`src/rtl/vfu_mem_arbiter_if.sv`:
```
// Bundle of the two requester ports, the single-port SRAM side, perf counters
// and the arbiter FSM state for debug. The arbiter uses the slave modport.
interface vfu_mem_arbiter_if #(
    parameter int ADDR_W = 10,
    parameter int DATA_W = 64
);
    logic              v_req;
    logic              v_we;
    logic [ADDR_W-1:0] v_addr;
    logic [DATA_W-1:0] v_wdata;
    logic              v_gnt;
    logic              v_rvalid;
    logic [DATA_W-1:0] v_rdata;

    logic              h_req;
    logic              h_we;
    logic [ADDR_W-1:0] h_addr;
    logic [DATA_W-1:0] h_wdata;
    logic              h_gnt;
    logic              h_rvalid;
    logic [DATA_W-1:0] h_rdata;

    logic              sram_en;
    logic              sram_we;
    logic [ADDR_W-1:0] sram_addr;
    logic [DATA_W-1:0] sram_wdata;
    logic [DATA_W-1:0] sram_rdata;

    logic              perf_clr;
    logic [31:0]       perf_v_beats;
    logic [31:0]       perf_h_beats;
    logic [31:0]       perf_stall;

    logic [1:0]        dbg_state;

    // A beat transfers in the cycle where req && gnt; req side holds
    // we/addr/wdata stable until then and may drop req before gnt.
    modport slave (
        input  v_req, v_we, v_addr, v_wdata, h_req, h_we, h_addr, h_wdata,
        input  sram_rdata, perf_clr,
        output v_gnt, v_rvalid, v_rdata, h_gnt, h_rvalid, h_rdata,
        output sram_en, sram_we, sram_addr, sram_wdata,
        output perf_v_beats, perf_h_beats, perf_stall, dbg_state
    );

    modport master (
        output v_req, v_we, v_addr, v_wdata, h_req, h_we, h_addr, h_wdata,
        output sram_rdata, perf_clr,
        input  v_gnt, v_rvalid, v_rdata, h_gnt, h_rvalid, h_rdata,
        input  sram_en, sram_we, sram_addr, sram_wdata,
        input  perf_v_beats, perf_h_beats, perf_stall, dbg_state
    );
endinterface

```
`src/rtl/vfu_mem_arbiter.sv`:
```
// Round-robin, burst-bounded arbiter sharing one single-port SRAM between the
// vector core (V) and host loader (H). Perf counters exist only with VFU_ARB_PERF_EN.
module vfu_mem_arbiter #(
    parameter int ADDR_W    = 10,
    parameter int DATA_W    = 64,
    parameter int SRAM_LAT  = 1,
    parameter int MAX_BURST = 8
) (
    input logic               clk,
    input logic               rst_n,
    vfu_mem_arbiter_if.slave  bus
);
    localparam int CNT_W = $clog2(MAX_BURST + 1);
    localparam logic [CNT_W-1:0] CNT_MAX = CNT_W'(MAX_BURST);
    localparam logic [CNT_W-1:0] CNT_ONE = CNT_W'(1);
    localparam logic OWNER_V = 1'b0;
    localparam logic OWNER_H = 1'b1;

    typedef enum logic [1:0] {IDLE = 2'd0, OWN_V = 2'd1, OWN_H = 2'd2} state_e;

    state_e             state_q, state_d;
    logic               last_q, last_d;
    logic [CNT_W-1:0]   beat_cnt_q, beat_cnt_d;
    logic [SRAM_LAT-1:0] tag_vld_q, tag_vld_d;
    logic [SRAM_LAT-1:0] tag_own_q, tag_own_d;

    logic               gnt_v, gnt_h, beat_v, beat_h, rd_strobe;
    logic               sram_we;
    logic [ADDR_W-1:0]  sram_addr;
    logic [DATA_W-1:0]  sram_wdata;
    logic               tail_vld, v_rvalid, h_rvalid;

    always_comb begin
        state_d    = state_q;
        last_d     = last_q;
        beat_cnt_d = beat_cnt_q;
        gnt_v      = 1'b0;
        gnt_h      = 1'b0;
        case (state_q)
            IDLE: begin
                if (bus.v_req && (!bus.h_req || last_q == OWNER_H)) begin
                    gnt_v = 1'b1; state_d = OWN_V; beat_cnt_d = CNT_ONE; last_d = OWNER_V;
                end else if (bus.h_req) begin
                    gnt_h = 1'b1; state_d = OWN_H; beat_cnt_d = CNT_ONE; last_d = OWNER_H;
                end
            end
            OWN_V: begin
                if (bus.v_req && !(beat_cnt_q == CNT_MAX && bus.h_req)) begin
                    gnt_v = 1'b1;
                    if (beat_cnt_q != CNT_MAX) beat_cnt_d = beat_cnt_q + CNT_ONE;
                end else if (bus.h_req) begin
                    // handover in the same cycle: no bubble between owners
                    gnt_h = 1'b1; state_d = OWN_H; beat_cnt_d = CNT_ONE; last_d = OWNER_H;
                end else begin
                    state_d = IDLE; beat_cnt_d = '0;
                end
            end
            OWN_H: begin
                if (bus.h_req && !(beat_cnt_q == CNT_MAX && bus.v_req)) begin
                    gnt_h = 1'b1;
                    if (beat_cnt_q != CNT_MAX) beat_cnt_d = beat_cnt_q + CNT_ONE;
                end else if (bus.v_req) begin
                    gnt_v = 1'b1; state_d = OWN_V; beat_cnt_d = CNT_ONE; last_d = OWNER_V;
                end else begin
                    state_d = IDLE; beat_cnt_d = '0;
                end
            end
            default: state_d = IDLE;
        endcase
        // grants are combinational, so hold them low while reset is asserted
        if (!rst_n) begin
            gnt_v = 1'b0;
            gnt_h = 1'b0;
        end
    end

    assign beat_v    = bus.v_req & gnt_v;
    assign beat_h    = bus.h_req & gnt_h;
    assign rd_strobe = (beat_v | beat_h) & ~sram_we;

    always_comb begin
        sram_we    = 1'b0;
        sram_addr  = '0;
        sram_wdata = '0;
        if (beat_v) begin
            sram_we = bus.v_we; sram_addr = bus.v_addr; sram_wdata = bus.v_wdata;
        end else if (beat_h) begin
            sram_we = bus.h_we; sram_addr = bus.h_addr; sram_wdata = bus.h_wdata;
        end
    end

    // {valid, owner} tag pipe mirrors the SRAM read latency
    always_comb begin
        tag_vld_d = (tag_vld_q << 1) | SRAM_LAT'(rd_strobe);
        tag_own_d = (tag_own_q << 1) | SRAM_LAT'(beat_h);
    end

    always_ff @(posedge clk or negedge rst_n) begin
        if (!rst_n) begin
            state_q    <= IDLE;
            last_q     <= OWNER_H;
            beat_cnt_q <= '0;
            tag_vld_q  <= '0;
            tag_own_q  <= '0;
        end else begin
            state_q    <= state_d;
            last_q     <= last_d;
            beat_cnt_q <= beat_cnt_d;
            tag_vld_q  <= tag_vld_d;
            tag_own_q  <= tag_own_d;
        end
    end

    assign tail_vld = tag_vld_q[SRAM_LAT-1];
    assign v_rvalid = tail_vld & (tag_own_q[SRAM_LAT-1] == OWNER_V);
    assign h_rvalid = tail_vld & (tag_own_q[SRAM_LAT-1] == OWNER_H);

    assign bus.v_gnt      = gnt_v;
    assign bus.h_gnt      = gnt_h;
    assign bus.v_rvalid   = v_rvalid;
    assign bus.h_rvalid   = h_rvalid;
    assign bus.v_rdata    = v_rvalid ? bus.sram_rdata : '0;
    assign bus.h_rdata    = h_rvalid ? bus.sram_rdata : '0;
    assign bus.sram_en    = beat_v | beat_h;
    assign bus.sram_we    = sram_we;
    assign bus.sram_addr  = sram_addr;
    assign bus.sram_wdata = sram_wdata;
    assign bus.dbg_state  = state_q;

`ifdef VFU_ARB_PERF_EN
    logic [31:0] perf_v_q, perf_v_d, perf_h_q, perf_h_d, perf_stall_q, perf_stall_d;
    logic        stall;

    assign stall = (bus.v_req & ~gnt_v) | (bus.h_req & ~gnt_h);

    always_comb begin
        perf_v_d     = perf_v_q + {31'd0, beat_v};
        perf_h_d     = perf_h_q + {31'd0, beat_h};
        perf_stall_d = perf_stall_q + {31'd0, stall};
        if (bus.perf_clr) begin
            perf_v_d     = '0;
            perf_h_d     = '0;
            perf_stall_d = '0;
        end
    end

    always_ff @(posedge clk or negedge rst_n) begin
        if (!rst_n) begin
            perf_v_q     <= '0;
            perf_h_q     <= '0;
            perf_stall_q <= '0;
        end else begin
            perf_v_q     <= perf_v_d;
            perf_h_q     <= perf_h_d;
            perf_stall_q <= perf_stall_d;
        end
    end

    assign bus.perf_v_beats = perf_v_q;
    assign bus.perf_h_beats = perf_h_q;
    assign bus.perf_stall   = perf_stall_q;
`else
    logic unused_perf_clr;
    assign unused_perf_clr  = bus.perf_clr;
    assign bus.perf_v_beats = 32'd0;
    assign bus.perf_h_beats = 32'd0;
    assign bus.perf_stall   = 32'd0;
`endif
endmodule

```
`src/flat_wrapper.sv`:
```
// flat-port wrapper written by rule: the top's interface ports become plain ports
module vfu_mem_arbiter_flat 
#(
    parameter int ADDR_W    = 10,
    parameter int DATA_W    = 64,
    parameter int SRAM_LAT  = 1,
    parameter int MAX_BURST = 8
)
  (clk, rst_n, bus_v_req, bus_v_we, bus_v_addr, bus_v_wdata, bus_h_req, bus_h_we, bus_h_addr, bus_h_wdata, bus_sram_rdata, bus_perf_clr, bus_v_gnt, bus_v_rvalid, bus_v_rdata, bus_h_gnt, bus_h_rvalid, bus_h_rdata, bus_sram_en, bus_sram_we, bus_sram_addr, bus_sram_wdata, bus_perf_v_beats, bus_perf_h_beats, bus_perf_stall, bus_dbg_state);
  vfu_mem_arbiter_if #(.ADDR_W(ADDR_W), .DATA_W(DATA_W)) bus_i ();
  input logic clk;
  input logic rst_n;
  input wire logic [$bits(bus_i.v_req)-1:0] bus_v_req;
  input wire logic [$bits(bus_i.v_we)-1:0] bus_v_we;
  input wire logic [$bits(bus_i.v_addr)-1:0] bus_v_addr;
  input wire logic [$bits(bus_i.v_wdata)-1:0] bus_v_wdata;
  input wire logic [$bits(bus_i.h_req)-1:0] bus_h_req;
  input wire logic [$bits(bus_i.h_we)-1:0] bus_h_we;
  input wire logic [$bits(bus_i.h_addr)-1:0] bus_h_addr;
  input wire logic [$bits(bus_i.h_wdata)-1:0] bus_h_wdata;
  input wire logic [$bits(bus_i.sram_rdata)-1:0] bus_sram_rdata;
  input wire logic [$bits(bus_i.perf_clr)-1:0] bus_perf_clr;
  output wire logic [$bits(bus_i.v_gnt)-1:0] bus_v_gnt;
  output wire logic [$bits(bus_i.v_rvalid)-1:0] bus_v_rvalid;
  output wire logic [$bits(bus_i.v_rdata)-1:0] bus_v_rdata;
  output wire logic [$bits(bus_i.h_gnt)-1:0] bus_h_gnt;
  output wire logic [$bits(bus_i.h_rvalid)-1:0] bus_h_rvalid;
  output wire logic [$bits(bus_i.h_rdata)-1:0] bus_h_rdata;
  output wire logic [$bits(bus_i.sram_en)-1:0] bus_sram_en;
  output wire logic [$bits(bus_i.sram_we)-1:0] bus_sram_we;
  output wire logic [$bits(bus_i.sram_addr)-1:0] bus_sram_addr;
  output wire logic [$bits(bus_i.sram_wdata)-1:0] bus_sram_wdata;
  output wire logic [$bits(bus_i.perf_v_beats)-1:0] bus_perf_v_beats;
  output wire logic [$bits(bus_i.perf_h_beats)-1:0] bus_perf_h_beats;
  output wire logic [$bits(bus_i.perf_stall)-1:0] bus_perf_stall;
  output wire logic [$bits(bus_i.dbg_state)-1:0] bus_dbg_state;
  assign bus_i.v_req = bus_v_req;
  assign bus_i.v_we = bus_v_we;
  assign bus_i.v_addr = bus_v_addr;
  assign bus_i.v_wdata = bus_v_wdata;
  assign bus_i.h_req = bus_h_req;
  assign bus_i.h_we = bus_h_we;
  assign bus_i.h_addr = bus_h_addr;
  assign bus_i.h_wdata = bus_h_wdata;
  assign bus_i.sram_rdata = bus_sram_rdata;
  assign bus_i.perf_clr = bus_perf_clr;
  assign bus_v_gnt = bus_i.v_gnt;
  assign bus_v_rvalid = bus_i.v_rvalid;
  assign bus_v_rdata = bus_i.v_rdata;
  assign bus_h_gnt = bus_i.h_gnt;
  assign bus_h_rvalid = bus_i.h_rvalid;
  assign bus_h_rdata = bus_i.h_rdata;
  assign bus_sram_en = bus_i.sram_en;
  assign bus_sram_we = bus_i.sram_we;
  assign bus_sram_addr = bus_i.sram_addr;
  assign bus_sram_wdata = bus_i.sram_wdata;
  assign bus_perf_v_beats = bus_i.perf_v_beats;
  assign bus_perf_h_beats = bus_i.perf_h_beats;
  assign bus_perf_stall = bus_i.perf_stall;
  assign bus_dbg_state = bus_i.dbg_state;
  vfu_mem_arbiter #(.ADDR_W(ADDR_W), .DATA_W(DATA_W), .SRAM_LAT(SRAM_LAT), .MAX_BURST(MAX_BURST)) u_core (.clk(clk), .rst_n(rst_n), .bus(bus_i));
endmodule
```
`config.mk`:
```
export PLATFORM = sky130hd
export DESIGN_NAME = vfu_mem_arbiter_flat
export DESIGN_NICKNAME = d
export VERILOG_FILES = /design/src/rtl/vfu_mem_arbiter_if.sv /design/src/rtl/vfu_mem_arbiter.sv /design/src/flat_wrapper.sv
export SDC_FILE = /design/constraint.sdc
export NUM_CORES = 1
export LEC_CHECK = 0
export ABC_AREA = 0
export CAP_MARGIN = 20
export CORE_AREA = 2 2 206 208
export CTS_CLUSTER_DIAMETER = 50
export DETAILED_ROUTE_END_ITERATION = 10
export DIE_AREA = 0 0 208 210
export MAX_ROUTING_LAYER = met4
export SLEW_MARGIN = 20
export SYNTH_ARGS = -nofsm -noshare
export SYNTH_HDL_FRONTEND = slang
export SYNTH_SLANG_ARGS = --single-unit
```
`constraint.sdc`:
```
create_clock -name clk -period 1.9 [get_ports clk]
set_clock_uncertainty 0.05 [all_clocks]
set_input_delay 0.19 -clock clk [delete_from_list [all_inputs] [get_ports clk]]
set_output_delay 0.19 -clock clk [all_outputs]
set_load 0.005 [all_outputs]
```
After elaboration in Yosys (flattened, before gate mapping) --
Index checks and enable logic that the tools add are counted.
Word-level totals: flip-flop bits (word level) 9, input port bits 219, output and inout bits 306, word-level logic and storage cells 77
Cells by class: $add $sub $neg 1, eq/ne operators 8, mux-type cells 41, bitwise logic cells 8, reduce and logical (&&, ||, !) cells 14
Operators by type and width (count):
- $mux 64 | 4
- $mux 1 | 20
- $mux 10 | 2
- $mux 4 | 5
- $pmux 4 s3 | 1
- $mux 2 | 5
- $pmux 1 s3 | 3
- $ne 2x2->1 const B | 3
- $pmux 2 s3 | 1
- $and 1x1->1 | 5
- $logic_and 1x1->1 | 5
- $add 4x1->4 const B | 1
- $eq 4x4->1 const B | 1
- $ne 4x4->1 const B | 1
- $reduce_and 4->1 | 1
- $logic_not 1->1 | 3
- $ne 3x2->1 const B | 1
- $reduce_and 3->1 | 1
- $reduce_bool 3->1 | 1
- $eq 2x1->1 const B | 1
- $eq 2x2->1 const B | 1
- $logic_not 2->1 | 1
- $not 1->1 | 2
- $reduce_and 2->1 | 1
- other kinds (2) | 2

Depth between registers and ports, before layout --
Gate-level depths: netlist of run 1.
depth after elaboration 12, depth in mapped cells 9, mapped depth without buffers 6

Worst setup path before layout of run 1 --
No wires, ideal clock.
path kind reg-to-output, start point register u_core.beat_cnt_q[0], end point output port bus_sram_wdata[56], data arrival time 1.800 ns, required time 1.660 ns, path slack -0.140 ns, stages on the path, launching flop included 10, path buffers 3, path through dfrtp_1 inv_1 ha_1 nand3b_1 nand2_1 a41o_1 buf_2 buf_4 buf_6 o32ai_2
On the way: longest elaborated chain between the ends 10, elaborated cells between the ends (all ways) 19, classes of those cells eq/ne: 1; mux: 10; bitwise: 2; reduce/logical: 6
Ends and longest elaborated chain:
- start: declaration | RTL line vfu_mem_arbiter.sv:23 | logic [CNT_W-1:0] beat_cnt_q, beat_cnt_d;
- start signal: assignment | RTL line vfu_mem_arbiter.sv:108 | beat_cnt_q <= beat_cnt_d;
- $eq 4x4->1 * | RTL line vfu_mem_arbiter.sv:48, vfu_mem_arbiter.sv:59
- $logic_and 1x1->1 (on tied branches) | RTL line vfu_mem_arbiter.sv:59, vfu_mem_arbiter.sv:48
- $logic_not 1->1 (on tied branches) | RTL line vfu_mem_arbiter.sv:59, vfu_mem_arbiter.sv:48
- $logic_and 1x1->1 (on tied branches) | RTL line vfu_mem_arbiter.sv:59, vfu_mem_arbiter.sv:48
- $mux 1 (on tied branches) | RTL line vfu_mem_arbiter.sv:59, vfu_mem_arbiter.sv:48
- $pmux 1 s3 | RTL line vfu_mem_arbiter.sv:39 | case (state_q)
- $mux 1 | RTL line vfu_mem_arbiter.sv:71 | if (!rst_n) begin
- $and 1x1->1 | RTL line vfu_mem_arbiter.sv:78 | assign beat_h = bus.h_req & gnt_h;
- $mux 64 | RTL line vfu_mem_arbiter.sv:87 | end else if (beat_h) begin
- $mux 64 * | RTL line vfu_mem_arbiter.sv:85 | if (beat_v) begin
- end: declaration | RTL line flat_wrapper.sv:32 | output wire logic [$bits(bus_i.sram_wdata)-1:0] bus_sram_wdata;
Every way passes the cells marked *; elsewhere a longest branch is shown, timed or not.

Final worst setup path of run 1 --
start point register u_core.beat_cnt_q[0], end point output port bus_sram_wdata[0]
Same word-level chain as after synthesis.

==> results of run 1 <==
synth_stat cells (7+ instances only):
cell type  number
dfrtp_1         8
buf_2          12
and3_1         64
nand2_1        11
inv_1         163
o32ai_1        37
clkbuf_1       28
o32ai_2        40
and2_1         65
a21oi_1         7
o21ai_0         7
buf_4          99
flip-flops by register name, summed over array words and instances (netlist names):
name                  count
u_core.tag_vld_q          1
u_core.tag_own_q          1
u_core.bus.dbg_state      2
u_core.last_q             1
u_core.beat_cnt_q         4
stage by stage:
step | area [sq um] | util (%) | instances
after floorplan | 4652 | - | 687
after global placement | 9200 | 22.18 | 1570
after detailed placement | 9200 | 22.18 | 1570
after CTS | 10200 | 24.60 | 1639
after global routing | 10350 | 24.96 | 1641
final | 10350 | 24.96 | 1641
path summary, 6_finish.rpt:
check,start,to,slack [ps],cells after the start
max,u_core.beat_cnt_q[0],bus_sram_wdata[0],-620,9
min,rst_n,u_core.bus.dbg_state[0],320,2
max reg2reg,u_core.beat_cnt_q[0],u_core.tag_vld_q,-220,10
min reg2reg,u_core.beat_cnt_q[3],u_core.beat_cnt_q[3],560,2
max in group asynchronous,rst_n,u_core.last_q,1260,2
min in group clk,u_core.beat_cnt_q[3],u_core.beat_cnt_q[3],560,2
timing repair:
action / CTS / global route
setup buffers: 49 / 12
gates resized for setup: 620 / 181
setup endpoints to repair: 197 / 203
hold buffers: 0 / 0
gates cloned: 17 / 5
pin swaps: 18 / 25
layer usage:
layer / track usage, % / vias to the layer above / routed length [um]
li1: - / 2778 / -
met3: 1.415 / 30 / 1843
met4: 2.030 / 0 / 490
met5: - / - / 0
met2: 23.50 / 404 / 15430
met1: 13.41 / 2809 / 10780
power breakdown:
group          internal, mW  switching [mW]  total [mW]
Clock                 0.281          0.0982       0.379
Sequential            0.267          0.0623       0.329
Combinational          4.00            3.29        7.29
layout make-up:
cell class | instances | area (sq um)
fill | 4534 | 31120
timing repair buffer | 556 | 5390
multi-input combinational | 370 | 3366
tap | 539 | 674.4
inverter | 163 | 614.3
sequential | 9 | 229.0
clock buffer | 4 | 78.83
cell families after synthesis:
| family | after synthesis | share of synthesized area (%) |
|---|---|---|
| buffers and inverters | 308 | 39.13 |
| and+or+nand+nor | 158 | 23.77 |
| AOI/OAI and AO/OA | 107 | 28.77 |
| DFF | 9 | 5.581 |
| adders and majority gates | 6 | 1.850 |
| muxes | 3 | 0.8017 |
| other | 1 | 0.09242 |
==> out/summary.txt, run 1 <==
global-route wire length before repair = 39.07 mm
status = complete, but fails checks
CTS root buf = clkbuf_16
commonest non-fill, non-tap cell in the layout = clkdlybuf4s50_1
VDD IR-drop max = 0.0003856 V
Tot Pwr = 7.996 mW
WP buf/inv = 4
via count = 6021
most frequent cells in the layout = clkdlybuf4s50_1 (219), inv_1 (155), buf_2 (98), conb_1 (96), and3_1 (59)
CTS Buf Count = 3
DP HPWL = 20.56 mm
full die area = 43680 sq um
RSZ-0062 raised after global routing = true
max_cap viols = 0
Avg WL per Cell = 17.39 um
final hold vios = 0
Avg Vias per Cell = 3.669
endpoint type of the worst setup path = output pin
# DRC = 0
Yosys top cell by area = buf_4
delay-heaviest family, CP = compound AO/OA/AOI/OAI gates
PD cells = 772.4 nW/um^2
HP Class = in -> async
# H-tree levels = 1
critical path fanouts, max = 7
fin worst setup slack = -622.1 ps
slowest library cell on the worst path = dfrtp_1
area grow syn2layout = 155.1%
crit path launch type = register
Setup TNS Final = -42480 ps
Hold WS = 324.1 ps
I/O pins = 525
Clk Latency, worst-skew pair = 230 ps
largest net degree at the start of global routing = 27
Synth Flop Type = dfrtp_1
Ys Warns = 0
syn avg cell area = 6.854 sq um
Core Rows = 75
nets@finish = 1328
Worst Path Arrival = 2280 ps
Initial Util = 9.783%
violated checks = setup timing
DR pass1 iterations = 4
routability cong. = 0.8470
Seq/Total Area, Yosys = 5.581%
post-synthesis cell area = 4058 sq um
final wirelength = 28.54 mm
maximum clock frequency = 396.5 MHz
number of buffers added on ports = 427
All-Layer GR Usage = 12.13%
ys async rst share = 100.0%
CTS tree = done
share of layout cells above drive strength 1 = 38.29%
total grt overflow = 0
Max Buffers Root-to-Sink = 2
CP max stage delay = 390 ps
antenna violations before repair = 4
critical path type = reg -> out
DR iter-0 viols = 209
CTS Sinks = 9
core footprint = 41480 sq um
Finish-stage setup viols = 79
Final ANT Viol Nets = 0
#FFs+latches synth = 9
Mapped Cells = 592
Pleak = 5.342 nW
Final Slew Violations = 0
diode count = 0
cell chain of the critical path = inv_2 > ha_4 > and3b_1 > nand2_1 > a41o_4 > buf_8 > buf_6 > o32ai_2 > buf_2
Die X-Extent = 208 um
Cell variety after synth = 40
Required @ worst endpoint = 1660 ps
largest cells by area after synthesis = buf_4 (18%), o32ai_2 (16%), inv_1 (15%), and2_1 (10%), and3_1 (9.9%)
post-route fraction of the period consumed by the critical path = 132.7%
number of global-route vias before repair = 6136
Clk pin slew, worst setup/hold paths = 40 ps
min cycle time layout = 2522 ps
area share of the largest cell type after synthesis = 18.32%
Post-synth EDFFs = 0
pre-CTS setup slack = -981.8 ps
Die Y = 210 um
Power figures use the tool's default switching activity.
==> run 2: changes to the inputs <==
--- a/config.mk
+++ b/config.mk
@@ -6,7 +6,6 @@
 export NUM_CORES = 1
 export LEC_CHECK = 0
 export ABC_AREA = 0
-export CAP_MARGIN = 20
 export CORE_AREA = 2 2 206 208
 export CTS_CLUSTER_DIAMETER = 50
 export DETAILED_ROUTE_END_ITERATION = 10
==> results of run 2 <==
The final DEF is identical to that of run 1; final timing and power are the same.
